$ cat src/rtl/div_fmt_pkg.sv
// Shared constants and FSM state type for the divider-result BCD formatter.
package div_fmt_pkg;

  localparam int N       = 8;  // magnitude width of quotient and remainder
  localparam int D       = 3;  // BCD digits per formatted value
  localparam int DIGIT_W = 4;  // bits per BCD digit

  typedef enum logic [1:0] {
    IDLE,
    CONV_RES,
    CONV_REM,
    DONE
  } state_e;

endpackage

$ cat src/rtl/bcd_dabble_step.sv
// One double-dabble iteration: add 3 to every digit >= 5, then shift in one binary bit.
module bcd_dabble_step #(
  parameter int D = div_fmt_pkg::D
) (
  input  logic [4*D-1:0] acc_i,
  input  logic           bit_i,
  output logic [4*D-1:0] acc_o
);
  import div_fmt_pkg::DIGIT_W;

  logic [4*D-1:0] corr;
  logic           unused_carry;

  always_comb begin
    // NOTE: default assignment first so no path leaves corr unassigned (no latch).
    corr = acc_i;
    for (int i = 0; i < D; i++) begin
      if (acc_i[i*DIGIT_W +: DIGIT_W] >= DIGIT_W'(5)) begin
        corr[i*DIGIT_W +: DIGIT_W] = acc_i[i*DIGIT_W +: DIGIT_W] + DIGIT_W'(3);
      end
    end
  end

  // The top corrected bit is shifted out; it is always 0 for in-range magnitudes.
  assign acc_o        = {corr[4*D-2:0], bit_i};
  assign unused_carry = corr[4*D-1];

endmodule

$ cat src/rtl/div_result_bcd.sv
// Formats a sign-magnitude quotient and its remainder into BCD, one
// double-dabble iteration per cycle: N cycles for the quotient, N for the remainder.
module div_result_bcd #(
  parameter int N = div_fmt_pkg::N,
  parameter int D = div_fmt_pkg::D
) (
  input  logic           clk,
  input  logic           reset,
  input  logic           in_valid,
  output logic           in_ready,
  input  logic [N:0]     res_in,
  input  logic [N:0]     rem_in,
  output logic           out_valid,
  input  logic           out_ready,
  output logic           res_sign,
  output logic [4*D-1:0] res_bcd,
  output logic [4*D-1:0] rem_bcd
);
  import div_fmt_pkg::state_e;
  import div_fmt_pkg::IDLE;
  import div_fmt_pkg::CONV_RES;
  import div_fmt_pkg::CONV_REM;
  import div_fmt_pkg::DONE;

  localparam int CNT_W = (N > 1) ? $clog2(N) : 1;

  state_e           state_q;
  logic [2*N-1:0]   mag_q;       // {quotient magnitude, remainder magnitude}, MSB shifted out first
  logic [4*D-1:0]   acc_q;
  logic [4*D-1:0]   step_acc;
  logic [CNT_W-1:0] cnt_q;
  logic             sign_q;
  logic             res_sign_q;
  logic [4*D-1:0]   res_bcd_q;
  logic [4*D-1:0]   rem_bcd_q;
  logic             in_ready_q;
  logic             out_valid_q;
  logic             last_iter;
  logic             unused_rem_sign;

  assign unused_rem_sign = rem_in[N];
  assign last_iter       = (cnt_q == CNT_W'(N - 1));

  // Single step instance shared by both phases; the shift register feeds it one bit per cycle.
  bcd_dabble_step #(.D(D)) u_step (
    .acc_i (acc_q),
    .bit_i (mag_q[2*N-1]),
    .acc_o (step_acc)
  );

  // NOTE: non-blocking assignments only: every register here samples pre-edge values.
  always_ff @(posedge clk or posedge reset) begin
    if (reset) begin
      state_q     <= IDLE;
      mag_q       <= '0;
      acc_q       <= '0;
      cnt_q       <= '0;
      sign_q      <= 1'b0;
      res_sign_q  <= 1'b0;
      res_bcd_q   <= '0;
      rem_bcd_q   <= '0;
      in_ready_q  <= 1'b1;
      out_valid_q <= 1'b0;
    end else begin
      case (state_q)
        IDLE: begin
          if (in_valid) begin
            mag_q      <= {res_in[N-1:0], rem_in[N-1:0]};
            sign_q     <= res_in[N] & (|res_in[N-1:0]);  // no negative zero
            acc_q      <= '0;
            cnt_q      <= '0;
            in_ready_q <= 1'b0;
            state_q    <= CONV_RES;
          end
        end
        CONV_RES: begin
          mag_q <= {mag_q[2*N-2:0], 1'b0};
          if (last_iter) begin
            res_bcd_q  <= step_acc;
            res_sign_q <= sign_q;
            acc_q      <= '0;
            cnt_q      <= '0;
            state_q    <= CONV_REM;
          end else begin
            acc_q <= step_acc;
            cnt_q <= cnt_q + CNT_W'(1);
          end
        end
        CONV_REM: begin
          mag_q <= {mag_q[2*N-2:0], 1'b0};
          if (last_iter) begin
            rem_bcd_q   <= step_acc;
            acc_q       <= '0;
            cnt_q       <= '0;
            out_valid_q <= 1'b1;
            state_q     <= DONE;
          end else begin
            acc_q <= step_acc;
            cnt_q <= cnt_q + CNT_W'(1);
          end
        end
        DONE: begin
          // Return to IDLE only; the next capture happens at the following edge.
          if (out_ready) begin
            out_valid_q <= 1'b0;
            in_ready_q  <= 1'b1;
            state_q     <= IDLE;
          end
        end
        default: begin
          out_valid_q <= 1'b0;
          in_ready_q  <= 1'b1;
          state_q     <= IDLE;
        end
      endcase
    end
  end

  assign in_ready  = in_ready_q;
  assign out_valid = out_valid_q;
  assign res_sign  = res_sign_q;
  assign res_bcd   = res_bcd_q;
  assign rem_bcd   = rem_bcd_q;

endmodule

$ cat config.mk
export PLATFORM = sky130hd
export DESIGN_NAME = div_result_bcd
export DESIGN_NICKNAME = d
export VERILOG_FILES = /design/src/rtl/div_fmt_pkg.sv /design/src/rtl/bcd_dabble_step.sv /design/src/rtl/div_result_bcd.sv
export SDC_FILE = /design/constraint.sdc
export NUM_CORES = 1
export LEC_CHECK = 0
export CAP_MARGIN = 10
export CORE_MARGIN = 2
export CORE_UTILIZATION = 28
export CTS_CLUSTER_SIZE = 24
export DETAILED_ROUTE_END_ITERATION = 10
export GPL_TIMING_DRIVEN = 1
export PLACE_DENSITY = 0.55
export SLEW_MARGIN = 20
export SYNTH_ARGS = -nofsm -noshare
export SYNTH_HDL_FRONTEND = slang
export SYNTH_SLANG_ARGS = --single-unit
$ cat constraint.sdc
create_clock -name clk -period 3.9 [get_ports clk]
set_input_delay 0.78 -clock clk [delete_from_list [all_inputs] [get_ports clk]]
set_output_delay 0.78 -clock clk [all_outputs]
set_load 0.02 [all_outputs]
==> flow_metrics.env, run 1 <==
export IMPL_syn_avg_cell_area_um2=10.9
export IMPL_yosysSeqAreaShare=0.548
export IMPL_dr_pass1_iters=4
export IMPL_place_congestion=0.728
export IMPL_drive_above_1_share=0.110
export IMPL_setup_violations=0
export IMPL_ir_drop_v=0.000463
export IMPL_dr_wl_met2_um=2430
export IMPL_rr_worst_depth=5
export IMPL_cts_tree="built"
export IMPL_antenna_found_initial=0
export IMPL_p_int_w=0.00185
export IMPL_ant_nets=0
export IMPL_clockBufferDepth=2
export IMPL_final_nets=340
export IMPL_synth_area_um2=2790
export IMPL_cpPeakStageDelay_ps=930
export IMPL_grt_max_degree=38
export IMPL_vias=1990
export IMPL_pin_count=49
export IMPL_yosys_cell_types_count=29
export IMPL_syn_to_final_growth_pct=30.0
export IMPL_powerDensity_nw_per_um2=827
export IMPL_grt_overflow_total=0
export IMPL_clock_latency_ps=340
export IMPL_hold_violations=0
export IMPL_syn_inst=255
export IMPL_num_rows=36
export IMPL_hold_path_class="reg2reg"
export IMPL_yosysTopAreaCell="dfrtp_1"
export IMPL_ys_ff_latch=61
export IMPL_clockPowerShare=0.208
export IMPL_post_route_period_util=0.690
export IMPL_tightestPinTransition_ps=1010
export IMPL_setup_tns_ps=0
export IMPL_cp_end_kind="flop"
export IMPL_start_util=0.286
export IMPL_wl_per_cell_um=12.5
export IMPL_power_leakage_nw=1.63
export IMPL_synth_area_top_cells="dfrtp_1 (54%), o21ai_0 (7.2%), mux2i_1 (6.5%)"
export IMPL_dp_hpwl_um=3940
export IMPL_ys_warn_count=0
export IMPL_core_um2=9730
export IMPL_comb_power_share=0.457
export IMPL_die_h_um=104
export IMPL_slew_violations=0
export IMPL_period_needed_ps=2690
export IMPL_async_flop_share=1.00
export IMPL_die_w_um=104
export IMPL_drc=0
export IMPL_power_switching_w=0.00115
export IMPL_startpoint_type="flop"
export IMPL_critPathArrivalTime_ps=2910
export IMPL_clkSlewWorstSetupHoldPaths_ps=70
export IMPL_top_layer="met4"
export IMPL_synth_edff_count=0
export IMPL_rrSetupSlack_ps=1210
export IMPL_diodes=0
export IMPL_cp_max_fo=22
export IMPL_maxCapViolCount=0
export IMPL_crit_type="reg2reg"
export IMPL_cts_made_buffers=9
export IMPL_fin_skew_ps=9.81
export IMPL_synth_main_ff_cell="dfrtp_1"
export IMPL_holdPathStages=2
export IMPL_htreeDepth=3
export IMPL_wl_met3_um=365
export IMPL_wl_met1_um=2710
export IMPL_seq_power_share=0.335
export IMPL_timing_rr_end="mag_q[6]"
export IMPL_viasPerCell=4.49
export IMPL_critPathRequiredTime_ps=4120
export IMPL_min_from="res_bcd[4]"
export IMPL_drt_iter0_markers=42
export IMPL_holdPathEnd="res_bcd[4]"
export IMPL_die_area_um2=10800
export IMPL_root_buffer="clkbuf_8"
export IMPL_crit_slowest_cell="o21ai_2"
export IMPL_crit_chain="inv_1, ha_1, o21ai_2, buf_4, o21ai_0"
export IMPL_port_buffers=47
export IMPL_outcome="completed"
export IMPL_cts_hold_buffers=0
export IMPL_p_sw_frac=0.383
export IMPL_r2r_start="state_q[0]"
export IMPL_postCtsSetupBuffers=0
export IMPL_clkSinkCount=61
export IMPL_grt_usage=0.113
export IMPL_wl_um=5560
export IMPL_fill_cells=1007
export IMPL_utilization=0.372
export IMPL_rsz0062_at_grt="no"
export IMPL_netlist_area_leader_share=0.539
export IMPL_grt_pass1_wl_um=9720
export IMPL_cts_resized=0
export IMPL_grt_pass1_vias=1984
export IMPL_synth_nets=290
export IMPL_max_clock_freq_mhz=372
export IMPL_slew_headroom=0.330
-- cells in the mapped netlist (all sizes together), types with 4 or more instances --
library cell and n:
dfrtp 60, o21ai 40, nand2 38, mux2i 18, ha 13, a21oi 12
inv 12, mux2 10, clkbuf 7, o22ai 6, nand2b 5, nor3b 5
a22o 4, and3 4, buf 4
-- power groups by stage --
stage	Sequential (W)	Combinational, W	Clock, W
2_1_floorplan	0.00108	0.000937	0
3_3_place_gp	0.00101	0.00137	0
3_5_place_dp	0.00102	0.00140	0
4_1_cts	0.00101	0.00140	0.000644
5_1_grt	0.00103	0.00154	0.000680
6_report	0.00100	0.00137	0.000624
-- routing by layer --
layer  GRT usage  up-vias
li1            -      997
met2       0.171       55
met4      0.0434        0
met3      0.0409        9
met1       0.148      929
met5           0        -
-- per-stage QoR --
step | total power, W | hold slack, ps | cell area (um2) | setup WS (ps) | instances
4_1_cts | 0.00305 | 486 | 3620 | 1190 | 443
3_3_place_gp | 0.00238 | 462 | 3400 | 1210 | 427
3_5_place_dp | 0.00241 | 469 | 3400 | 1170 | 427
5_1_grt | 0.00326 | 512 | 3620 | 971 | 443
6_report | 0.00300 | 478 | 3620 | 1210 | 443
2_1_floorplan | 0.00201 | 446 | 2790 | 1610 | 255
-- worst max-delay path: cells and delay by family, from the launching register on --
family	cells	cell delay [ps]
AOI/OAI and AO/OA	2	1040
buffers and inverters	2	440
DFF	1	370
adders and majority gates	1	700
-- registers in the layout (all words and copies together), names as in the netlist --
signal and count:
cnt_q 3, rem_bcd 12, state_q 2, acc_q 12, in_ready 1, res_sign 1, mag_q 16, res_bcd 12
out_valid 1, sign_q 1
-- cells by family (layout without fill, tap and decap cells) --
logic type / after synthesis / count (layout) / share of synthesized area
AO/OA/AOI/OAI: 70 / 70 / 0.145
flip-flops: 61 / 61 / 0.548
AND/OR/NAND/NOR: 57 / 57 / 0.0992
multiplexers: 28 / 28 / 0.105
buffers and inverters: 23 / 78 / 0.0350
adder cells (fa/ha/maj): 13 / 13 / 0.0584
XOR/XNOR: 3 / 3 / 0.00943
-- layout make-up --
cell class	count	area, um2	share of cell area
sequential	61	1530	0.422
multi-input combinational	171	1160	0.322
timing repair buffer	50	493	0.136
tap	133	166	0.0460
clock buffer	10	138	0.0380
clock inverter	6	86.3	0.0238
inverter	12	45.0	0.0124
-- worst max path at each step --
| stage | from | endpoint | slack, ps | cells past startpoint |
|---|---|---|---|---|
| 6_report | state_q[0] | mag_q[6] | 1210 | 5 |
| 5_1_grt | state_q[1] | mag_q[2] | 970 | 5 |
| 4_1_cts | state_q[0] | mag_q[6] | 1190 | 5 |
| 3_5_place_dp | state_q[1] | mag_q[2] | 1170 | 5 |
| 3_3_place_gp | state_q[0] | mag_q[3] | 1210 | 5 |
| 2_1_floorplan | reset | acc_q[0] | 1610 | 1 |
-- layout by cell type (no fill, tap or decap), types with 3 or more instances in the layout --
cell	synthesis	layout
a22o_1	4	4
a21oi_1	12	12
dfrtp_1	60	60
mux2_2	10	10
nand2_1	38	38
o22ai_1	6	6
nor3b_1	5	5
inv_1	12	11
ha_1	13	13
clkbuf_8	0	10
buf_4	0	3
nand2b_1	4	4
xnor2_1	3	3
o21ai_0	40	39
clkdlybuf4s50_1	0	47
mux2i_1	18	18
and3_1	3	3
a221o_1	3	3
No activity file was read; power rests on OpenSTA's default activity.
==> run 2: changes to the inputs <==
==> constraint.sdc (replaced) <==
create_clock -name clk -period 2.5 [get_ports clk]
set_input_delay 0.5 -clock clk [delete_from_list [all_inputs] [get_ports clk]]
set_output_delay 0.5 -clock clk [all_outputs]
set_load 0.02 [all_outputs]
==> flow_metrics.env, run 2 (synthesis results as in run 1) <==
export IMPL_postCtsSetupBuffers=0
export IMPL_port_buffers=47
export IMPL_drt_iter0_markers=58
export IMPL_cts_resized=0
export IMPL_critPathArrivalTime_ps=2330
export IMPL_cts_made_buffers=9
export IMPL_largest_reg_flops=16
export IMPL_ir_drop_v=0.000501
export IMPL_setup_tns_ps=0
export IMPL_htreeDepth=3
export IMPL_slew_headroom=0.407
export IMPL_grt_usage=0.113
export IMPL_cts_hold_buffers=0
export IMPL_wl_per_cell_um=12.8
export IMPL_start_util=0.286
export IMPL_outcome="completed"
export IMPL_clkSinkCount=61
export IMPL_powerDensity_nw_per_um2=1290
export IMPL_max_clock_freq_mhz=472
export IMPL_viasPerCell=4.50
export IMPL_die_w_um=104
export IMPL_grt_max_degree=62
export IMPL_grt_pass1_wl_um=9770
export IMPL_cp_max_fo=22
export IMPL_setup_violations=0
export IMPL_fin_skew_ps=8.67
export IMPL_drive_above_1_share=0.112
export IMPL_die_h_um=104
export IMPL_ant_nets=0
export IMPL_drc=0
export IMPL_wl_um=5700
export IMPL_cp_end_kind="flop"
export IMPL_clkSlewWorstSetupHoldPaths_ps=70
export IMPL_slew_violations=0
export IMPL_hold_violations=0
export IMPL_period_needed_ps=2120
export IMPL_layout_common_cells="dfrtp_1 (60), clkdlybuf4s50_1 (47), o21ai_0 (39)"
export IMPL_hold_path_class="reg2reg"
export IMPL_antenna_found_initial=0
export IMPL_power_leakage_nw=1.65
export IMPL_total_power_w=0.00471
export IMPL_clockBufferDepth=2
export IMPL_startpoint_type="flop"
export IMPL_maxCapViolCount=0
export IMPL_final_common_cell="dfrtp_1"
export IMPL_regMostFlops="mag_q"
export IMPL_place_congestion=0.721
export IMPL_dp_hpwl_um=3990
export IMPL_dpl_cell_count=429
export IMPL_diodes=0
export IMPL_syn_to_final_growth_pct=31.0
export IMPL_num_rows=36
export IMPL_finalNonFillerCells=445
export IMPL_clock_latency_ps=340
export IMPL_final_nets=342
export IMPL_critPathRequiredTime_ps=2710
export IMPL_cts_tree="built"
export IMPL_tightestPinTransition_ps=890
export IMPL_root_buffer="clkbuf_8"
export IMPL_place_area_um2=3420
export IMPL_fin_area_um2=3650
export IMPL_grt_overflow_total=0
export IMPL_dr_pass1_iters=4
export IMPL_pin_count=49
export IMPL_vias=2002
export IMPL_rsz0062_at_grt="no"
export IMPL_die_area_um2=10800
export IMPL_crit_type="reg2reg"
export IMPL_grt_pass1_vias=2017
export IMPL_core_um2=9730
export IMPL_post_route_period_util=0.847
## run 2: changes by cell type in the layout (fill, tap and decap cells not counted)
cell        delta
buf_4          +1
clkbuf_8       +1
clkinvlp_4     -1
clkinv_4       -1
buf_12         +1
clkbuf_1       +1
## run 2: per-stage QoR
stage,util,hold WS (ps),setup WS (ps)
6_report,0.375,477,382
5_1_grt,0.375,497,186
4_1_cts,0.375,484,327
3_5_place_dp,0.352,469,338
3_3_place_gp,0.352,460,390
2_1_floorplan,-,446,489
## run 2: layout make-up
cell class | count | area [um2]
Fill cell | 993 | 6080
Sequential cell | 61 | 1530
Multi-Input combinational cell | 171 | 1160
Timing Repair Buffer | 52 | 520
Tap cell | 133 | 166
Clock buffer | 12 | 155
Clock inverter | 4 | 70.1
Inverter | 12 | 45.0
## run 2: power by group
group	internal [W]	switching, W
combinational	0.000944	0.00120
clock	0.000613	0.000387
sequential	0.00136	0.000204
total	0.00292	0.00179
## run 2: worst paths after layout
kind | slack (ps) | depth (start not counted) | endpoint | startpoint
max reg2reg | 380 | 5 | mag_q[7] | state_q[0]
max in group asynchronous | 1650 | 3 | in_ready | reset
min | 480 | 2 | res_bcd[4] | res_bcd[4]
max | 380 | 5 | mag_q[7] | state_q[0]
min in group asynchronous | 530 | 3 | mag_q[10] | reset
min reg2reg | 480 | 2 | res_bcd[4] | res_bcd[4]
## run 2: critical path: stages, from the launching register on
cell	delay, ps
dfrtp_1	380
inv_1	100
ha_1	330
o21ai_2	720
buf_4	340
o21ai_0	120
## run 2: layer usage
layer  up-vias  track usage  share of wire
met5         -            0              0
met4         0       0.0376         0.0067
met3         4       0.0459          0.063
met2        52        0.182           0.45
met1       950        0.139           0.48
li1        996            -              -
==> run 3: changes to the inputs <==
--- a/config.mk
+++ b/config.mk
@@ -11,7 +11,7 @@
 export CTS_CLUSTER_SIZE = 24
 export DETAILED_ROUTE_END_ITERATION = 10
 export GPL_TIMING_DRIVEN = 1
-export PLACE_DENSITY = 0.55
+export PLACE_DENSITY = 0.56
 export SLEW_MARGIN = 20
 export SYNTH_ARGS = -nofsm -noshare
 export SYNTH_HDL_FRONTEND = slang
==> constraint.sdc (replaced) <==
create_clock -name clk -period 1.8 [get_ports clk]
set_input_delay 0.36 -clock clk [delete_from_list [all_inputs] [get_ports clk]]
set_output_delay 0.36 -clock clk [all_outputs]
set_load 0.02 [all_outputs]
==> flow_metrics.env, run 3 (synthesis results as in run 1) <==
export IMPL_outcome="completed"
export IMPL_cts_hold_buffers=0
export IMPL_final_nets=352
export IMPL_powerDensity_nw_per_um2=1790
export IMPL_die_h_um=104
export IMPL_die_area_um2=10800
export IMPL_ir_drop_v=0.000694
export IMPL_dp_hpwl_um=4120
export IMPL_hold_violations=0
export IMPL_drt_iter0_markers=76
export IMPL_tightestPinTransition_ps=372
export IMPL_layout_common_cells="dfrtp_1 (60), clkdlybuf4s50_1 (46), o21ai_0 (39)"
export IMPL_crit_type="reg2reg"
export IMPL_cts_tree="built"
export IMPL_viasPerCell=4.52
export IMPL_power_leakage_nw=1.67
export IMPL_grt_max_degree=62
export IMPL_r2r_start="state_q[1]"
export IMPL_root_buffer="clkbuf_8"
export IMPL_wl_um=5860
export IMPL_post_route_period_util=0.936
export IMPL_fill_cells=1012
export IMPL_critPathRequiredTime_ps=2010
export IMPL_total_power_w=0.00668
export IMPL_cts_made_buffers=9
export IMPL_critPathArrivalTime_ps=1900
export IMPL_finalNonFillerCells=454
export IMPL_ant_nets=0
export IMPL_rsz0062_at_grt="no"
export IMPL_clockBufferDepth=2
export IMPL_maxCapViolCount=0
export IMPL_fin_skew_ps=5.92
export IMPL_clkSlewWorstSetupHoldPaths_ps=70
export IMPL_core_um2=9730
export IMPL_period_needed_ps=1690
export IMPL_slew_headroom=0.751
export IMPL_register_area_um2=1530
export IMPL_wl_per_cell_um=12.9
export IMPL_multi_input_area_um2=1190
export IMPL_postCtsSetupBuffers=0
export IMPL_fin_area_um2=3720
export IMPL_port_buffers=47
export IMPL_max_clock_freq_mhz=593
export IMPL_cp_end_kind="flop"
export IMPL_cp_max_fo=9
export IMPL_drive_above_1_share=0.153
export IMPL_drc=0
export IMPL_hold_path_class="in2async"
export IMPL_num_rows=36
export IMPL_antenna_found_initial=0
export IMPL_start_util=0.286
export IMPL_timing_rr_end="acc_q[3]"
export IMPL_diodes=0
export IMPL_grt_usage=0.118
export IMPL_vias=2052
export IMPL_place_area_um2=3520
export IMPL_dpl_cell_count=439
export IMPL_startpoint_type="flop"
export IMPL_setup_tns_ps=0
export IMPL_grt_pass1_wl_um=10200
export IMPL_grt_overflow_total=0
export IMPL_largest_reg_flops=16
export IMPL_htreeDepth=3
export IMPL_pin_count=49
export IMPL_clkSinkCount=61
export IMPL_slew_violations=0
export IMPL_whs_ps=454
export IMPL_rrSetupSlack_ps=110
export IMPL_rr_worst_depth=6
export IMPL_grt_pass1_vias=2078
export IMPL_die_w_um=104
export IMPL_setup_violations=0
export IMPL_place_congestion=0.756
export IMPL_regMostFlops="mag_q"
export IMPL_syn_to_final_growth_pct=33.5
export IMPL_dr_pass1_iters=4
export IMPL_clock_latency_ps=330
export IMPL_final_common_cell="dfrtp_1"
[run 3: cell count changes in the layout (fill, tap and decap cells not counted), moves of 2 or more]
cell,before,now
bufinv_16,2,0
buf_4,4,13
a21oi_2,0,3
mux2i_2,0,2
mux2i_1,18,16
a21oi_1,12,9
[run 3: critical path: stages (launching register included)]
cell	delay [ps]
dfrtp_1	370
inv_1	110
ha_2	310
buf_4	150
and3_4	180
and3_1	190
a221o_1	260
[run 3: how the worst max path moves through the flow]
| stage | from | endpoint |
|---|---|---|
| after floorplan | cnt_q[0] | res_bcd[0] |
| after global placement | in_valid | state_q[1] |
| after detailed placement | in_valid | state_q[1] |
| after CTS | state_q[1] | mag_q[12] |
| after global routing | cnt_q[0] | acc_q[3] |
| final | state_q[1] | acc_q[3] |
[run 3: area by class of cell]
| class | instances | share of cell area |
|---|---|---|
| clock inverters | 1 | 0.00134 |
| multi-input cells | 171 | 0.321 |
| repair buffers | 62 | 0.163 |
| well taps | 133 | 0.0447 |
| clock buffers | 14 | 0.0464 |
| flip-flops and latches | 61 | 0.411 |
| inverters | 12 | 0.0131 |
[run 3: repair_timing]
item	CTS	global route
resized for setup	1	8
pin swaps	0	0
setup endpoints to repair	1	24
[run 3: through the flow]
step / util / worst slack, ps
after floorplan: - / 156
after global placement: 0.361 / -13.9
after detailed placement: 0.361 / -33.2
after CTS: 0.380 / 58.4
after global routing: 0.382 / 0.999
final: 0.382 / 115
[run 3: layer usage]
| layer | share of wire | global-route usage | vias to the layer above |
|---|---|---|---|
| li1 | - | - | 1020 |
| met1 | 0.49 | 0.153 | 975 |
| met2 | 0.45 | 0.185 | 51 |
| met3 | 0.052 | 0.0422 | 6 |
| met4 | 0.0080 | 0.0376 | 0 |
| met5 | 0 | 0 | - |
[run 3: power by group]
part           switching [W]  leakage, nW  internal (W)
clock network       0.000507       0.0926      0.000605
logic                0.00180        0.789       0.00159
registers           0.000286        0.789       0.00189
total                0.00259         1.67       0.00409
